==> config.mk <==
export PLATFORM = sky130hd
export DESIGN_NAME = spi_word_receiver
export DESIGN_NICKNAME = d
export VERILOG_FILES = /design/src/rtl/spi_pkg.sv /design/src/rtl/spi_sync_edge.sv /design/src/rtl/spi_word_receiver.sv
export SDC_FILE = /design/constraint.sdc
export NUM_CORES = 1
export LEC_CHECK = 0
export CAP_MARGIN = 30
export CORE_ASPECT_RATIO = 1.25
export CORE_UTILIZATION = 58
export DETAILED_ROUTE_END_ITERATION = 8
export GPL_ROUTABILITY_DRIVEN = 0
export MAX_ROUTING_LAYER = met4
export PLACE_DENSITY = 0.85
export SYNTH_ARGS = -nofsm -noshare
export SYNTH_HDL_FRONTEND = slang
export SYNTH_SLANG_ARGS = --single-unit
==> constraint.sdc <==
create_clock -name CLK -period 2.9 [get_ports CLK]
set_clock_uncertainty 0.05 [all_clocks]
set_input_delay 0.58 -clock CLK [delete_from_list [all_inputs] [get_ports CLK]]
set_output_delay 0.58 -clock CLK [all_outputs]
set_load 0.03 [all_outputs]
==> src/rtl/spi_pkg.sv <==
// Shared SPI link definitions: receiver/transmitter state encoding and common constants.
package spi_pkg;

    typedef enum logic {
        IDLE   = 1'b0,
        ACTIVE = 1'b1
    } spi_state_e;

    localparam int unsigned DEFAULT_WORD_WIDTH = 16;
    localparam int unsigned SYNC_DEPTH         = 2;

endpackage

==> src/rtl/spi_sync_edge.sv <==
// Multi-flop synchroniser for an asynchronous level, plus one delay flop
// to produce single-cycle rise/fall pulses in the CLK domain.
module spi_sync_edge #(
    parameter int unsigned DEPTH     = 2,
    parameter logic        RESET_VAL = 1'b0
) (
    input  logic CLK,
    input  logic RST_N,
    input  logic ASYNC_IN,
    output logic LEVEL,
    output logic RISE,
    output logic FALL
);

    logic [DEPTH-1:0] sync_q;
    logic             dly_q;

    always_ff @(posedge CLK or negedge RST_N) begin
        if (!RST_N) begin
            sync_q <= {DEPTH{RESET_VAL}};
            dly_q  <= RESET_VAL;
        end else begin
            sync_q <= {sync_q[DEPTH-2:0], ASYNC_IN};
            dly_q  <= sync_q[DEPTH-1];
        end
    end

    assign LEVEL = sync_q[DEPTH-1];
    assign RISE  = LEVEL & ~dly_q;
    assign FALL  = ~LEVEL & dly_q;

endmodule

==> src/rtl/spi_word_receiver.sv <==
// SPI slave receive path: oversamples SCLK/CS/DATA_IN in the CLK domain, assembles
// words and hands them to a single-entry valid/ready holding register.
module spi_word_receiver
    import spi_pkg::*;
#(
    parameter int unsigned WORD_WIDTH = DEFAULT_WORD_WIDTH,
    parameter bit          LSB_FIRST  = 1'b1
) (
    input  logic                  CLK,
    input  logic                  RST_N,
    input  logic                  SCLK,
    input  logic                  CS,
    input  logic                  DATA_IN,
    output logic [WORD_WIDTH-1:0] WORD_DATA,
    output logic                  WORD_VALID,
    input  logic                  WORD_READY,
    output logic                  FRAME_ERR,
    output logic                  OVERRUN
);

    localparam int unsigned CNT_W = $clog2(WORD_WIDTH);
    localparam logic [CNT_W-1:0] LAST_BIT = CNT_W'(WORD_WIDTH - 1);

    logic sclk_level, sclk_rise, sclk_fall;
    logic cs_level, cs_rise, cs_fall;
    logic unused_sync;

    spi_sync_edge #(.DEPTH(SYNC_DEPTH), .RESET_VAL(1'b0)) u_sclk_sync (
        .CLK      (CLK),
        .RST_N    (RST_N),
        .ASYNC_IN (SCLK),
        .LEVEL    (sclk_level),
        .RISE     (sclk_rise),
        .FALL     (sclk_fall)
    );

    spi_sync_edge #(.DEPTH(SYNC_DEPTH), .RESET_VAL(1'b1)) u_cs_sync (
        .CLK      (CLK),
        .RST_N    (RST_N),
        .ASYNC_IN (CS),
        .LEVEL    (cs_level),
        .RISE     (cs_rise),
        .FALL     (cs_fall)
    );

    assign unused_sync = ^{sclk_level, sclk_fall, cs_level};

    // Same depth as the SCLK path so the synced data lines up with sclk_rise.
    logic [SYNC_DEPTH-1:0] data_sync_q;
    logic                  data_s;

    assign data_s = data_sync_q[SYNC_DEPTH-1];

    spi_state_e            state_q, state_d;
    logic [CNT_W-1:0]      cnt_q, cnt_d;
    logic [WORD_WIDTH-1:0] shift_q, shift_d, shifted;
    logic [WORD_WIDTH-1:0] data_q, data_d;
    logic                  valid_q, valid_d;
    logic                  frame_err_q, frame_err_d;
    logic                  overrun_q, overrun_d;
    logic                  word_done, consume;

    always_comb begin
        state_d     = state_q;
        cnt_d       = cnt_q;
        shift_d     = shift_q;
        word_done   = 1'b0;
        frame_err_d = 1'b0;
        shifted     = LSB_FIRST ? {data_s, shift_q[WORD_WIDTH-1:1]}
                                : {shift_q[WORD_WIDTH-2:0], data_s};
        unique case (state_q)
            IDLE: begin
                if (cs_fall) begin
                    state_d = ACTIVE;
                    cnt_d   = '0;
                    shift_d = '0;
                end
            end
            ACTIVE: begin
                // A CS rise takes priority over a coincident SCLK rise.
                if (cs_rise) begin
                    state_d     = IDLE;
                    frame_err_d = (cnt_q != '0);
                    cnt_d       = '0;
                end else if (sclk_rise) begin
                    shift_d = shifted;
                    if (cnt_q == LAST_BIT) begin
                        cnt_d     = '0;
                        word_done = 1'b1;
                    end else begin
                        cnt_d = cnt_q + CNT_W'(1);
                    end
                end
            end
            default: state_d = IDLE;
        endcase
    end

    assign consume = valid_q & WORD_READY;

    always_comb begin
        data_d    = data_q;
        valid_d   = valid_q;
        overrun_d = 1'b0;
        if (word_done) begin
            if (!valid_q || consume) begin
                data_d  = shifted;
                valid_d = 1'b1;
            end else begin
                overrun_d = 1'b1;
            end
        end else if (consume) begin
            valid_d = 1'b0;
        end
    end

    always_ff @(posedge CLK or negedge RST_N) begin
        if (!RST_N) begin
            data_sync_q <= '0;
            state_q     <= IDLE;
            cnt_q       <= '0;
            shift_q     <= '0;
            data_q      <= '0;
            valid_q     <= 1'b0;
            frame_err_q <= 1'b0;
            overrun_q   <= 1'b0;
        end else begin
            data_sync_q <= {data_sync_q[SYNC_DEPTH-2:0], DATA_IN};
            state_q     <= state_d;
            cnt_q       <= cnt_d;
            shift_q     <= shift_d;
            data_q      <= data_d;
            valid_q     <= valid_d;
            frame_err_q <= frame_err_d;
            overrun_q   <= overrun_d;
        end
    end

    assign WORD_DATA  = data_q;
    assign WORD_VALID = valid_q;
    assign FRAME_ERR  = frame_err_q;
    assign OVERRUN    = overrun_q;

endmodule

# After elaboration in Yosys (flattened, before gate mapping)
# Index checks and enable logic that the tools add are counted.
[totals]
ff_bits = 48
in_bits = 6
out_inout_bits = 19
[classes]
addsub = 1
eq_ne = 6
mux = 23
bitwise = 8
reduce_logical = 8
[op_table]
columns = ["cell", "n"]
rows = [
  ["16-bit 2-to-1 mux", 3],
  ["16-bit one-hot mux with 2 select lines", 1],
  ["4-bit 2-to-1 mux", 4],
  ["1-bit 2-to-1 mux", 13],
  ["4-bit one-hot mux with 2 select lines", 1],
  ["2-bit inequality test (second input constant)", 3],
  ["2-bit AND reduction", 3],
  ["4-bit by 1-bit adder with 4-bit output (second input constant)", 1],
  ["1-bit bitwise AND", 4],
  ["4-bit equality test (second input constant)", 1],
  ["1-bit NOT", 4],
  ["4-bit nonzero test", 1],
  ["3-bit inequality test (second input constant)", 1],
  ["3-bit AND reduction", 1],
  ["2-bit by 1-bit inequality test with 1-bit output (second input constant)", 1],
  ["1-bit one-hot mux with 2 select lines", 1],
  ["2-bit nonzero test", 1],
  ["1-bit zero test", 1],
  ["1-bit logical OR", 1],
]

# Longest topological paths before layout
# Gate-level depths: netlist of run 1.
[depth]
ltp_word = 7
mapped_depth = 7
ltp_nobuf = 5

# Hierarchy
# From an unflattened synthesis of run 1, not the netlist that was laid out.
[hier_totals]
cells_unflattened = 120
area_unflattened_um2 = 1846.8
[by_module_without_submodules]
columns = ["mod", "n_inst", "cells_per_inst", "area_per_inst_um2", "seq_area_each_um2"]
rows = [
  ["spi_word_receiver", 1, 110, 1662.8, 1026.0],
  ["spi_sync_edge at u_cs_sync", 1, 5, 93.8, 78.8],
  ["spi_sync_edge at u_sclk_sync", 1, 5, 90.1, 75.1],
]

# Worst setup path after synthesis of run 1
# No wires, ideal clock.
[synth_path]
path_kind = "reg-to-reg"
startpoint = "register cnt_q[0]"
endpoint = "register data_q[14] (netlist: WORD_DATA[14])"
setup_ns = 0.127
t_arrival_ns = 1.562
required_time_ns = 2.723
path_slack_ns = 1.161
stages_incl_launch_ff = 8
path_buffers = 2
period_less_slack_ns = 1.739
path_cell_list = "dfrtp_1 ha_1 and3_1 nand4_2 nor2b_2 buf_6 buf_12 mux2_1"
[synth_via]
elab_chain_cells = 6
[synth_rtl]
columns = ["element", "line_no", "source"]
rows = [
  ["start: declaration", "spi_word_receiver.sv:55", "logic [CNT_W-1:0] cnt_q, cnt_d;"],
  ["start signal: assignment", "spi_word_receiver.sv:130", "cnt_q <= cnt_d;"],
  ["4-bit equality test", "spi_word_receiver.sv:87", "if (cnt_q == LAST_BIT) begin"],
  ["1-bit 2-to-1 mux", "spi_word_receiver.sv:87", ""],
  ["1-bit 2-to-1 mux", "spi_word_receiver.sv:85", "end else if (sclk_rise) begin"],
  ["1-bit 2-to-1 mux", "spi_word_receiver.sv:81", "if (cs_rise) begin"],
  ["1-bit 2-to-1 mux", "spi_word_receiver.sv:71", "unique case (state_q)"],
  ["2-bit AND reduction (no line)", "--", ""],
  ["end signal: assignment", "spi_word_receiver.sv:132", "data_q <= data_d;"],
  ["end: declaration", "spi_word_receiver.sv:57", "logic [WORD_WIDTH-1:0] data_q, data_d;"],
]
# Every way passes these cells.
# A chain may end at the register's enable or synchronous reset.

# Worst setup path in the final report of run 1
[layout_path]
startpoint = "register data_q[12] (netlist: WORD_DATA[12])"
endpoint = "output port WORD_DATA[12]"
[layout_lines]
columns = ["element", "line_no", "source"]
rows = [
  ["end: declaration", "spi_word_receiver.sv:14", "output logic [WORD_WIDTH-1:0] WORD_DATA,"],
]
# No word-level cell between the ends.

==> summary.log, run 1 <==
INFO  synth          ys_top_cells_by_area=dfrtp_1 (57%), a21bo_1 (7.8%), mux2_4 (7.0%)
INFO  synth          postSynthNetCount=145
INFO  clock_tree     worstSkewPairLatency=300ps
INFO  drt            routed_via_density=5.63
INFO  setup_path     timing.critical_path.cells=clkdlybuf4s50_1
INFO  clock_tree     max_buffers_root_to_sink=2
INFO  drt            number_of_design_rule_violations_left_after_detail_routing=0
INFO  pwr            cell_pwr_density=519mW/mm2
INFO  floorplanning  die-height=66.3um
INFO  floorplanning  die-area=0.00355mm2
INFO  timing         final_number_of_hold_violating_endpoints=0
INFO  clock_tree     cts.hold.buffers_added=0
INFO  clock_tree     cts_tree=yes
INFO  timing         final-max-slew-violation-count=0
INFO  final_layout   area_growth=18.0%
INFO  floorplanning  rows=23
INFO  synth          synthDominantCellAreaShare=0.573
INFO  placement      dp.final_hpwl=2.09mm
INFO  setup_path     worst_path_largest_cell_delay=680ps
INFO  floorplanning  design.portCount=25
INFO  setup_path     worstSetupPathType=flip-flop to output port
INFO  flow_run       timing.max_cap.violations=0
INFO  final_layout   fraction_of_final_layout_cells_sized_beyond_drive_strength_1=0.169
INFO  timing         finalWorstPathRequiredPeriod=1990ps
INFO  floorplanning  chipWidth=53.5um
INFO  setup_path     required=2270ps
INFO  floorplanning  core_region_area=0.00319mm2
INFO  setup_path     timing.reg2reg.setup_slack=970ps
INFO  global_routing grt_first_pass_wirelength=5.44mm
INFO  drt            ant_nets=0
INFO  timing         fin_setup_tns=0ps
INFO  pwr            p_leak=1.19nW
INFO  synth          syn_area=0.00192mm2
INFO  global_routing grt_max_degree=48
INFO  setup_path     cp-end-kind=output port
INFO  synth          yosys_register_bits=47
INFO  pwr            p_total=1.18mW
INFO  synth          synthAdderAreaFrac=0.0130
INFO  global_routing globalRouteTotalUtil=0.226
INFO  setup_path     worst_setup_path_start_kind=flip-flop
INFO  timing         tightest_slew=484ps
INFO  global_routing globalRouteOverflowTotal=0
INFO  synth          synth_xor_xnor_area_share=0
INFO  clock_tree     clkSinkCount=47
INFO  setup_path     crit_slowest_cell=clkdlybuf4s50_1
INFO  timing         maxSlewHeadroom=0.674
INFO  setup_path     crit-reg2reg-capture=WORD_DATA[1]
INFO  timing         report.final.setup_viol=0
INFO  synth          synth.yosys.seq_area_share=0.614
INFO  synth          yosys_warnings=0
INFO  clock_tree     htree_num_levels=2
INFO  synth          synth.lib_cells_used.distinct=32
INFO  setup_path     max_fanout_on_critical_path=2
INFO  setup_path     path_buf_inv=1
INFO  min_path       holdCritPathClass=input pin to asynchronous set/reset pin
INFO  timing         unrepaired_setup_endpoints_after_global_routing=no
INFO  synth          synth_compound_area_frac=0.109
INFO  global_routing first_global_vias=1151
INFO  global_routing number_of_antenna_violations_at_the_first_check_in_global_routing=0
INFO  synth          synth_simple_gate_area_share=0.114
INFO  clock_tree     clock_tree.root_cell=clkbuf_8
INFO  synth          synth.mux.area_fraction=0.111
INFO  clock_tree     clk_transition_reported_paths=80ps
INFO  clock_tree     number_of_gates_given_a_new_drive_strength_after_cts=0
INFO  run_status     outcome=complete, no violations
INFO  synth          syn-instance-count=137
INFO  floorplanning  initial_utilization=0.601
INFO  drt            detailedRoute.firstIterationViolations=33
INFO  final_layout   insertedDiodeCount=0
INFO  drt            drt_pre_antenna_iters=4
INFO  placement      io_buffers=24
INFO  clock_tree     tritoncts.num_buffers=5
INFO  final_layout   nets=173
INFO  drt            finalWirelength=3.15mm
INFO  pwr            max-vdd-ir-drop=0.450mV
INFO  drt            route.vias.total=1142
INFO  synth          postSynthAreaPerCell=14.0um2
INFO  drt            route.detailed.wl_per_inst=15.5um
INFO  clock_tree     setup_fix_buffers_added_after_clock_tree_synthesis=0
INFO  timing         finalCritPeriodShare=0.686
INFO  setup_path     worstSetupPathDepth=1
INFO  setup_path     worstRegToRegCells=6
INFO  synth          leading_area_contributor_after_synthesis=dfrtp_1
INFO  setup_path     timing.rr.start=cnt_q[0]
INFO  synth          combinational_family_with_the_most_area_after_synthesis=simple AND/OR/NAND/NOR gates
INFO  setup_path     cp_top_family=buffers and inverters
INFO  timing         max_freq=0.502GHz
INFO  setup_path     cp_data_arrival_time=1360ps
==> per-stage QoR <==
step | cell area (um2) | instances | util | setup WS [ps] | hold slack (ps)
final | 2270 | 203 | 0.710 | 909 | 142
after global routing | 2270 | 203 | 0.710 | 859 | 170
after CTS | 2250 | 202 | 0.703 | 892 | 311
after detailed placement | 2170 | 194 | 0.678 | 796 | 288
after global placement | 2170 | 194 | 0.678 | 834 | 286
after floorplan | 1920 | 137 | - | 1160 | 234
==> where the power goes <==
| group | internal, mW | leakage [nW] | switching (mW) |
|---|---|---|---|
| clock | 0.169 | 0.0422 | 0.202 |
| combinational | 0.0376 | 0.518 | 0.0668 |
| sequential | 0.682 | 0.629 | 0.0194 |
| total | 0.889 | 1.19 | 0.288 |
==> area by class of cell <==
type | count | area, um2
clock buffers | 7 | 76.3
clock inverters | 1 | 5.00
fillers | 211 | 927
inverters | 4 | 15.0
multi-input cells | 79 | 667
flip-flops and latches | 47 | 1180
well taps | 37 | 46.3
repair buffers | 28 | 278
==> cells in the mapped netlist <==
library cell and instances:
a21bo_1 15, a21oi_1 1, a31oi_1 1, and3_1 2, buf_12 1, buf_2 1
buf_4 2, buf_6 1, clkbuf_1 2, dfrtp_1 44, dfstp_2 3, ha_1 2
inv_1 4, mux2_1 7, mux2_4 9, nand2_1 4, nand2b_1 3, nand2b_4 1
nand3_1 16, nand4_1 2, nand4_2 1, nor2_1 3, nor2_4 1, nor2b_1 1
nor2b_2 2, nor3b_1 1, o2111ai_1 1, o211ai_1 1, o21ai_0 2, o21ai_1 1
o21bai_1 1, o221ai_1 1
==> metal layers <==
layer	share of wire	global-route usage
met3	0.041	0.0483
met1	0.44	0.287
met2	0.49	0.334
met4	0.024	0.118
met5	0	-
==> worst max path at each step <==
stage	startpoint	end	slack, ps
global route	cnt_q[0]	WORD_DATA[0]	860
finish	WORD_DATA[12]	WORD_DATA[12]	910
global placement	WORD_READY	WORD_DATA[15]	830
floorplan	cnt_q[0]	WORD_DATA[14]	1160
CTS	WORD_DATA[12]	WORD_DATA[12]	890
detailed placement	WORD_READY	WORD_DATA[0]	800
==> cells in the final DEF (no fill, tap or decap), types with 4 or more instances in the layout <==
cell type,count
a21bo_1,15
clkbuf_8,5
clkdlybuf4s50_1,23
dfrtp_1,44
inv_1,4
mux2_1,7
mux2_4,9
nand2_1,4
nand3_1,16
==> state kept, by name, indices dropped and copies added, names as in the netlist, 2 cells and up <==
| register | cells |
|---|---|
| cnt_q | 4 |
| WORD_DATA | 16 |
| data_sync_q | 2 |
| shift_q | 15 |
| u_cs_sync.sync_q | 2 |
| u_sclk_sync.sync_q | 2 |
==> kinds of logic (layout without fill, tap and decap cells) <==
kind of cell | Yosys count | count (layout)
flops | 47 | 47
simple gates | 37 | 37
compound gates | 24 | 24
mux | 16 | 16
buf+inv | 11 | 40
fa+ha+maj | 2 | 2
(Power assumes the default switching activity.)
==> inputs of run 2 (changes only) <==
- CORE_UTILIZATION: 58 -> 54
- PLACE_DENSITY: 0.85 -> 0.8
- clock period: 2.9 -> 2 ns (I/O delays scaled with it)
==> run 2 against run 1 <==
Net effect:
- sequential power up 46%
- wire length decreased by 3.6%
- global-route usage down 2.7 points
- highest routed layer unchanged
==> summary.log, run 2 (synthesis results as in run 1) <==
INFO  setup_path     cp_launch_point=cnt_q[0]
INFO  timing         unrepaired_setup_endpoints_after_global_routing=no
INFO  pwr            seq_power_share=0.601 [+0.005]
INFO  clock_tree     number_of_gates_given_a_new_drive_strength_after_cts=0 [unchanged]
INFO  timing         report.final.setup_viol=0 [unchanged]
INFO  clock_tree     worstSkewPairLatency=300ps [about the same]
INFO  global_routing highest_utilization_routing_layer_at_the_global_route_stage=met2
INFO  clock_tree     clk_transition_reported_paths=80ps [about the same]
INFO  placement      io_buffers=24 [unchanged]
INFO  drt            ant_nets=0 [unchanged]
INFO  clock_tree     setup_fix_buffers_added_after_clock_tree_synthesis=0 [unchanged]
INFO  pwr            max-vdd-ir-drop=0.600mV [+33%]
INFO  pwr            power.clock.fraction=0.313 [-0.003]
INFO  global_routing globalRouteMet1Util=0.238 [-0.0499]
INFO  drt            finalWirelength=3.04mm [-3.6%]
INFO  pwr            cell_pwr_density=749mW/mm2 [+44%]
INFO  min_path       holdCritPathClass=input pin to asynchronous set/reset pin
INFO  run_status     outcome=complete, no violations
INFO  timing         max_freq=0.538GHz
INFO  timing         tightest_slew=555ps [+70.6 ps]
INFO  setup_path     cp-end-kind=flip-flop
INFO  drt            routed_via_density=5.70 [+1.3%]
INFO  setup_path     crit-reg2reg-capture=WORD_DATA[14]
INFO  clock_tree     tritoncts.num_buffers=5 [unchanged]
INFO  final_layout   layout.cells.most_common=dfrtp_1
INFO  drt            route.detailed.wl_per_inst=15.0um [-3.6%]
INFO  clock_tree     cts.hold.buffers_added=0 [unchanged]
INFO  flow_run       timing.max_cap.violations=0 [unchanged]
INFO  floorplanning  core_region_area=0.00331mm2 [+3.6%]
INFO  final_layout   insertedDiodeCount=0 [unchanged]
INFO  clock_tree     clkSinkCount=47 [unchanged]
INFO  pwr            netSwitchingFraction=0.242 [-0.00319]
INFO  timing         finalCritPeriodShare=0.929
INFO  drt            drt_pre_antenna_iters=4 [unchanged]
INFO  timing         finalWorstPathRequiredPeriod=1860ps
INFO  global_routing globalRouteTotalUtil=0.198 [-0.0274]
INFO  floorplanning  design.portCount=25 [unchanged]
INFO  clock_tree     cts_tree=yes
INFO  floorplanning  initial_utilization=0.580 [-0.0209]
INFO  final_layout   layout_common_cells=dfrtp_1 (44), clkdlybuf4s50_1 (23), nand3_1 (16)
INFO  setup_path     worstSetupPathType=flip-flop to flip-flop
INFO  floorplanning  chipWidth=55.3um [+3.5%]
INFO  global_routing number_of_antenna_violations_at_the_first_check_in_global_routing=0 [unchanged]
INFO  final_layout   nets=173 [unchanged]
INFO  timing         maxSlewHeadroom=0.630 [-0.0437]
INFO  drt            detailedRoute.firstIterationViolations=20 [-39%]
INFO  floorplanning  die-area=0.00380mm2 [+7.1%]
INFO  placement      place_area=0.00219mm2 [+0.92%]
INFO  global_routing grt_first_pass_wirelength=5.49mm [+1.0%]
INFO  pwr            power_switching=410uW [+42%]
INFO  setup_path     required=2130ps [-140 ps]
INFO  setup_path     max_fanout_on_critical_path=16 [+14]
INFO  floorplanning  die-height=68.7um [+3.5%]
INFO  setup_path     worstRegToRegCells=6 [unchanged]
INFO  timing         final_number_of_hold_violating_endpoints=0 [unchanged]
INFO  global_routing use_met2=0.319 [-0.0151]
INFO  clock_tree     htree_num_levels=2 [unchanged]
INFO  global_routing globalRouteOverflowTotal=0 [unchanged]
INFO  final_layout   design_area=0.00227mm2 [unchanged]
INFO  drt            number_of_design_rule_violations_left_after_detail_routing=0 [unchanged]
INFO  placement      dp.final_hpwl=2.10mm [+0.53%]
INFO  clock_tree     clock_tree.root_cell=clkbuf_8
INFO  setup_path     timing.rr.start=cnt_q[0]
INFO  global_routing first_global_vias=1194 [+3.7%]
INFO  global_routing global_route.usage.met3=0.0616 [+0.0133]
INFO  final_layout   largest_register_ffs=16 [unchanged]
INFO  final_layout   area_growth=18.0% [unchanged]
INFO  setup_path     cp_data_arrival_time=1990ps [+630 ps]
INFO  drt            route.vias.total=1157 [+1.3%]
INFO  timing         final-max-slew-violation-count=0 [unchanged]
INFO  setup_path     worst_setup_path_start_kind=flip-flop
INFO  pwr            p_leak=1.19nW [-0.16%]
INFO  pwr            p_int=1.29mW [+45%]
INFO  setup_path     timing.reg2reg.setup_slack=140ps [-830 ps]
INFO  floorplanning  rows=23 [unchanged]
INFO  clock_tree     max_buffers_root_to_sink=2 [unchanged]
INFO  final_layout   fraction_of_final_layout_cells_sized_beyond_drive_strength_1=0.169 [unchanged]
INFO  pwr            power_frac_comb=0.087 [-0.002]
INFO  timing         fin_setup_tns=0ps [unchanged]
INFO  global_routing grt_max_degree=48 [unchanged]
[run 2: metrics by stage]
stage,instances,utilization,hold slack [ps],setup WS (ps),total power [mW]
after floorplan,137,-,54.4,261,1.12
after global placement,195,0.660,285,171,1.17
after detailed placement,195,0.660,291,111,1.19
after CTS,203,0.685,143,133,1.72
after global routing,203,0.685,179,18.9,1.78
final,203,0.685,115,142,1.70
[run 2: power by group through the flow]
stage	sequential, mW	clock (mW)	combinational [mW]
after floorplan	1.03	0	0.0897
after global placement	1.03	0	0.139
after detailed placement	1.04	0	0.149
after CTS	1.02	0.550	0.148
after global routing	1.02	0.593	0.165
final	1.02	0.531	0.147
[run 2: worst max path at each step]
stage,endpoint,slack (ps),cells past startpoint
floorplan,WORD_DATA[14],260,7
global placement,WORD_DATA[15],170,5
detailed placement,WORD_DATA[1],110,5
CTS,WORD_DATA[1],130,6
global route,WORD_DATA[0],20,6
finish,WORD_DATA[14],140,6
[run 2: layer usage]
metal / wire length, um / vias up
met5: 0 / -
met4: 49 / 0
met3: 143 / 6
met2: 1550 / 45
met1: 1300 / 574
li1: - / 532
[run 2: layout make-up]
class / instances / area (um2)
clock buffer: 7 / 76.3
clock inverter: 1 / 5.00
fill: 234 / 1040
inverter: 4 / 15.0
multi-input combinational: 79 / 667
sequential: 47 / 1180
tap: 37 / 46.3
timing repair buffer: 28 / 278
[run 2: worst max-delay path, stage by stage (launching register included)]
cell and delay (ps):
dfrtp_1 390, ha_1 220, and3_1 230, nand4_2 150, nor2b_2 180, buf_12 180
mux2_1 330
==> inputs of run 3 (changes only) <==
==> constraint.sdc (replaced) <==
create_clock -name CLK -period 2 [get_ports CLK]
set_clock_uncertainty 0.05 [all_clocks]
set_input_delay 0.2 -clock CLK [delete_from_list [all_inputs] [get_ports CLK]]
set_output_delay 0.2 -clock CLK [all_outputs]
set_load 0.03 [all_outputs]
==> run 3 against run 2 <==
Net effect:
- final cell count is 0.49% higher
- sequential cell count unchanged
- die area unchanged
- sequential share of layout area is 1.1 points lower
- hold slack improved by 130 ps
- largest power group unchanged
==> summary.log, run 3 (synthesis results as in run 1) <==
INFO  clock_tree     clk_transition_reported_paths=90ps [about the same]
INFO  floorplanning  rows=23 [unchanged]
INFO  drt            route.detailed.wl_per_inst=15.5um [+3.6%]
INFO  final_layout   insertedDiodeCount=0 [unchanged]
INFO  setup_path     worstSetupPathType=flip-flop to flip-flop
INFO  final_layout   finalCoreUtilization=0.700 [+0.0151]
INFO  timing         hold_ws=249ps [+134 ps]
INFO  placement      place.detailed.instances=195 [unchanged]
INFO  timing         finalWorstSetupSlack=169ps [+27.2 ps]
INFO  final_layout   fraction_of_final_layout_cells_sized_beyond_drive_strength_1=0.180 [+0.0110]
INFO  timing         max_freq=0.546GHz [+1.5%]
INFO  global_routing first_global_vias=1188 [-0.50%]
INFO  final_layout   layout_common_cells=dfrtp_1 (44), clkdlybuf4s50_1 (23), nand3_1 (16)
INFO  setup_path     max_fanout_on_critical_path=16 [unchanged]
INFO  final_layout   area_growth=20.7%
INFO  timing         maxSlewHeadroom=0.617 [-0.0132]
INFO  clock_tree     clock_tree.root_cell=clkbuf_8
INFO  drt            routed_via_density=5.56 [-2.5%]
INFO  final_layout   finalNonFillerCells=204 [+0.49%]
INFO  drt            number_of_design_rule_violations_left_after_detail_routing=0 [unchanged]
INFO  min_path       holdCritPathClass=input pin to flip-flop
INFO  placement      dp.final_hpwl=2.12mm [+1.1%]
INFO  timing         finalCritPeriodShare=0.915 [-0.0136]
INFO  placement      placement.setup.worst_slack=180ps [+68.9 ps]
INFO  setup_path     cp-end-kind=flip-flop
INFO  setup_path     worst_setup_path_start_kind=flip-flop
INFO  clock_tree     number_of_gates_given_a_new_drive_strength_after_cts=0 [unchanged]
INFO  final_layout   fillers=235 [+0.43%]
INFO  final_layout   layout.cells.most_common=dfrtp_1
INFO  setup_path     cp_data_arrival_time=1960ps [-30 ps]
INFO  global_routing grt_max_degree=48 [unchanged]
INFO  global_routing number_of_antenna_violations_at_the_first_check_in_global_routing=0 [unchanged]
INFO  final_layout   seqCellArea=0.00118mm2 [unchanged]
INFO  clock_tree     max_buffers_root_to_sink=2 [unchanged]
INFO  timing         unrepaired_setup_endpoints_after_global_routing=no
INFO  pwr            p_leak=1.21nW [+2.0%]
INFO  floorplanning  initial_utilization=0.580 [unchanged]
INFO  drt            detailedRoute.firstIterationViolations=35 [+75%]
INFO  drt            route.vias.total=1134 [-2.0%]
INFO  timing         report.final.setup_viol=0 [unchanged]
INFO  final_layout   nets=174 [+0.58%]
INFO  floorplanning  die-area=0.00380mm2 [unchanged]
INFO  timing         final_number_of_hold_violating_endpoints=0 [unchanged]
INFO  timing         finalWorstPathRequiredPeriod=1830ps [-27.2 ps]
INFO  setup_path     required=2130ps [about the same]
INFO  floorplanning  chipWidth=55.3um [unchanged]
INFO  timing         fin_setup_tns=0ps [unchanged]
INFO  drt            drt_pre_antenna_iters=4 [unchanged]
INFO  clock_tree     tritoncts.num_buffers=5 [unchanged]
INFO  drt            finalWirelength=3.16mm [+4.1%]
INFO  pwr            cell_pwr_density=822mW/mm2 [+9.9%]
INFO  global_routing globalRouteTotalUtil=0.201 [+0.00258]
INFO  run_status     outcome=complete, no violations
INFO  clock_tree     worstSkewPairLatency=300ps [about the same]
INFO  placement      io_buffers=24 [unchanged]
INFO  global_routing grt_first_pass_wirelength=5.56mm [+1.3%]
INFO  pwr            p_total=1.91mW [+12%]
INFO  clock_tree     htree_num_levels=2 [unchanged]
INFO  pwr            max-vdd-ir-drop=0.715mV [+19%]
INFO  floorplanning  design.portCount=25 [unchanged]
INFO  floorplanning  die-height=68.7um [unchanged]
INFO  flow_run       timing.max_cap.violations=0 [unchanged]
INFO  clock_tree     clkSinkCount=47 [unchanged]
INFO  clock_tree     setup_fix_buffers_added_after_clock_tree_synthesis=0 [unchanged]
INFO  timing         tightest_slew=575ps [+19.8 ps]
INFO  final_layout   largest_register_ffs=16 [unchanged]
INFO  placement      place_area=0.00219mm2 [unchanged]
INFO  floorplanning  core_region_area=0.00331mm2 [unchanged]
INFO  final_layout   design_area=0.00232mm2 [+2.2%]
INFO  timing         final-max-slew-violation-count=0 [unchanged]
INFO  final_layout   multi_input_comb_area=667um2 [unchanged]
INFO  global_routing globalRouteOverflowTotal=0 [unchanged]
INFO  clock_tree     cts_tree=yes
INFO  drt            ant_nets=0 [unchanged]
==> run 3: cell types whose count changed in the layout (fill, tap and decap cells not counted) <==
cell / delta
clkbuf_8: +1
clkinv_2: -1
inv_6: +1
clkbuf_1: -2
bufinv_16: +1
dlygate4sd3_1: +1
==> run 3: metal layers <==
layer	vias up	wire [um]	global-route usage
met1	565	1420	0.245
met3	4	140	0.0578
li1	531	-	-
met4	0	42	0.100
met5	-	0	-
met2	34	1560	0.312
==> run 3: critical path: stages, from the launching register on <==
cell     delay, ps
dfrtp_1        390
ha_1           210
and3_1         210
nand4_2        150
nor2b_2        180
buf_12         180
mux2_1         340
==> run 3: timing repair <==
item,in CTS,in global routing
endpoints found under the hold margin,44,0
endpoints found under the setup margin,0,0
hold buffers,1,0
==> run 3: worst paths after layout <==
kind,from,to,slack [ps],cells past startpoint
max,cnt_q[0],WORD_DATA[15],170,6
min,CS,u_cs_sync.sync_q[0],250,1
max reg2reg,cnt_q[0],WORD_DATA[15],170,6
min reg2reg,data_sync_q[0],data_sync_q[1],310,0
max in group asynchronous,RST_N,cnt_q[3],1040,3
min in group asynchronous,RST_N,WORD_DATA[11],460,3
==> run 3: cell type report <==
| cell class | count | share of cell area |
|---|---|---|
| clock buffer | 6 | 0.0356 |
| clock inverter | 2 | 0.0167 |
| inverter | 4 | 0.00648 |
| multi-input combinational | 79 | 0.288 |
| sequential | 47 | 0.509 |
| tap | 37 | 0.0200 |
| timing repair buffer | 29 | 0.124 |
==> run 3: power by group <==
group | leakage (nW) | switching [mW] | internal (mW)
Combinational | 0.520 | 0.0960 | 0.0547
Sequential | 0.629 | 0.0341 | 0.989
Clock | 0.0618 | 0.321 | 0.411
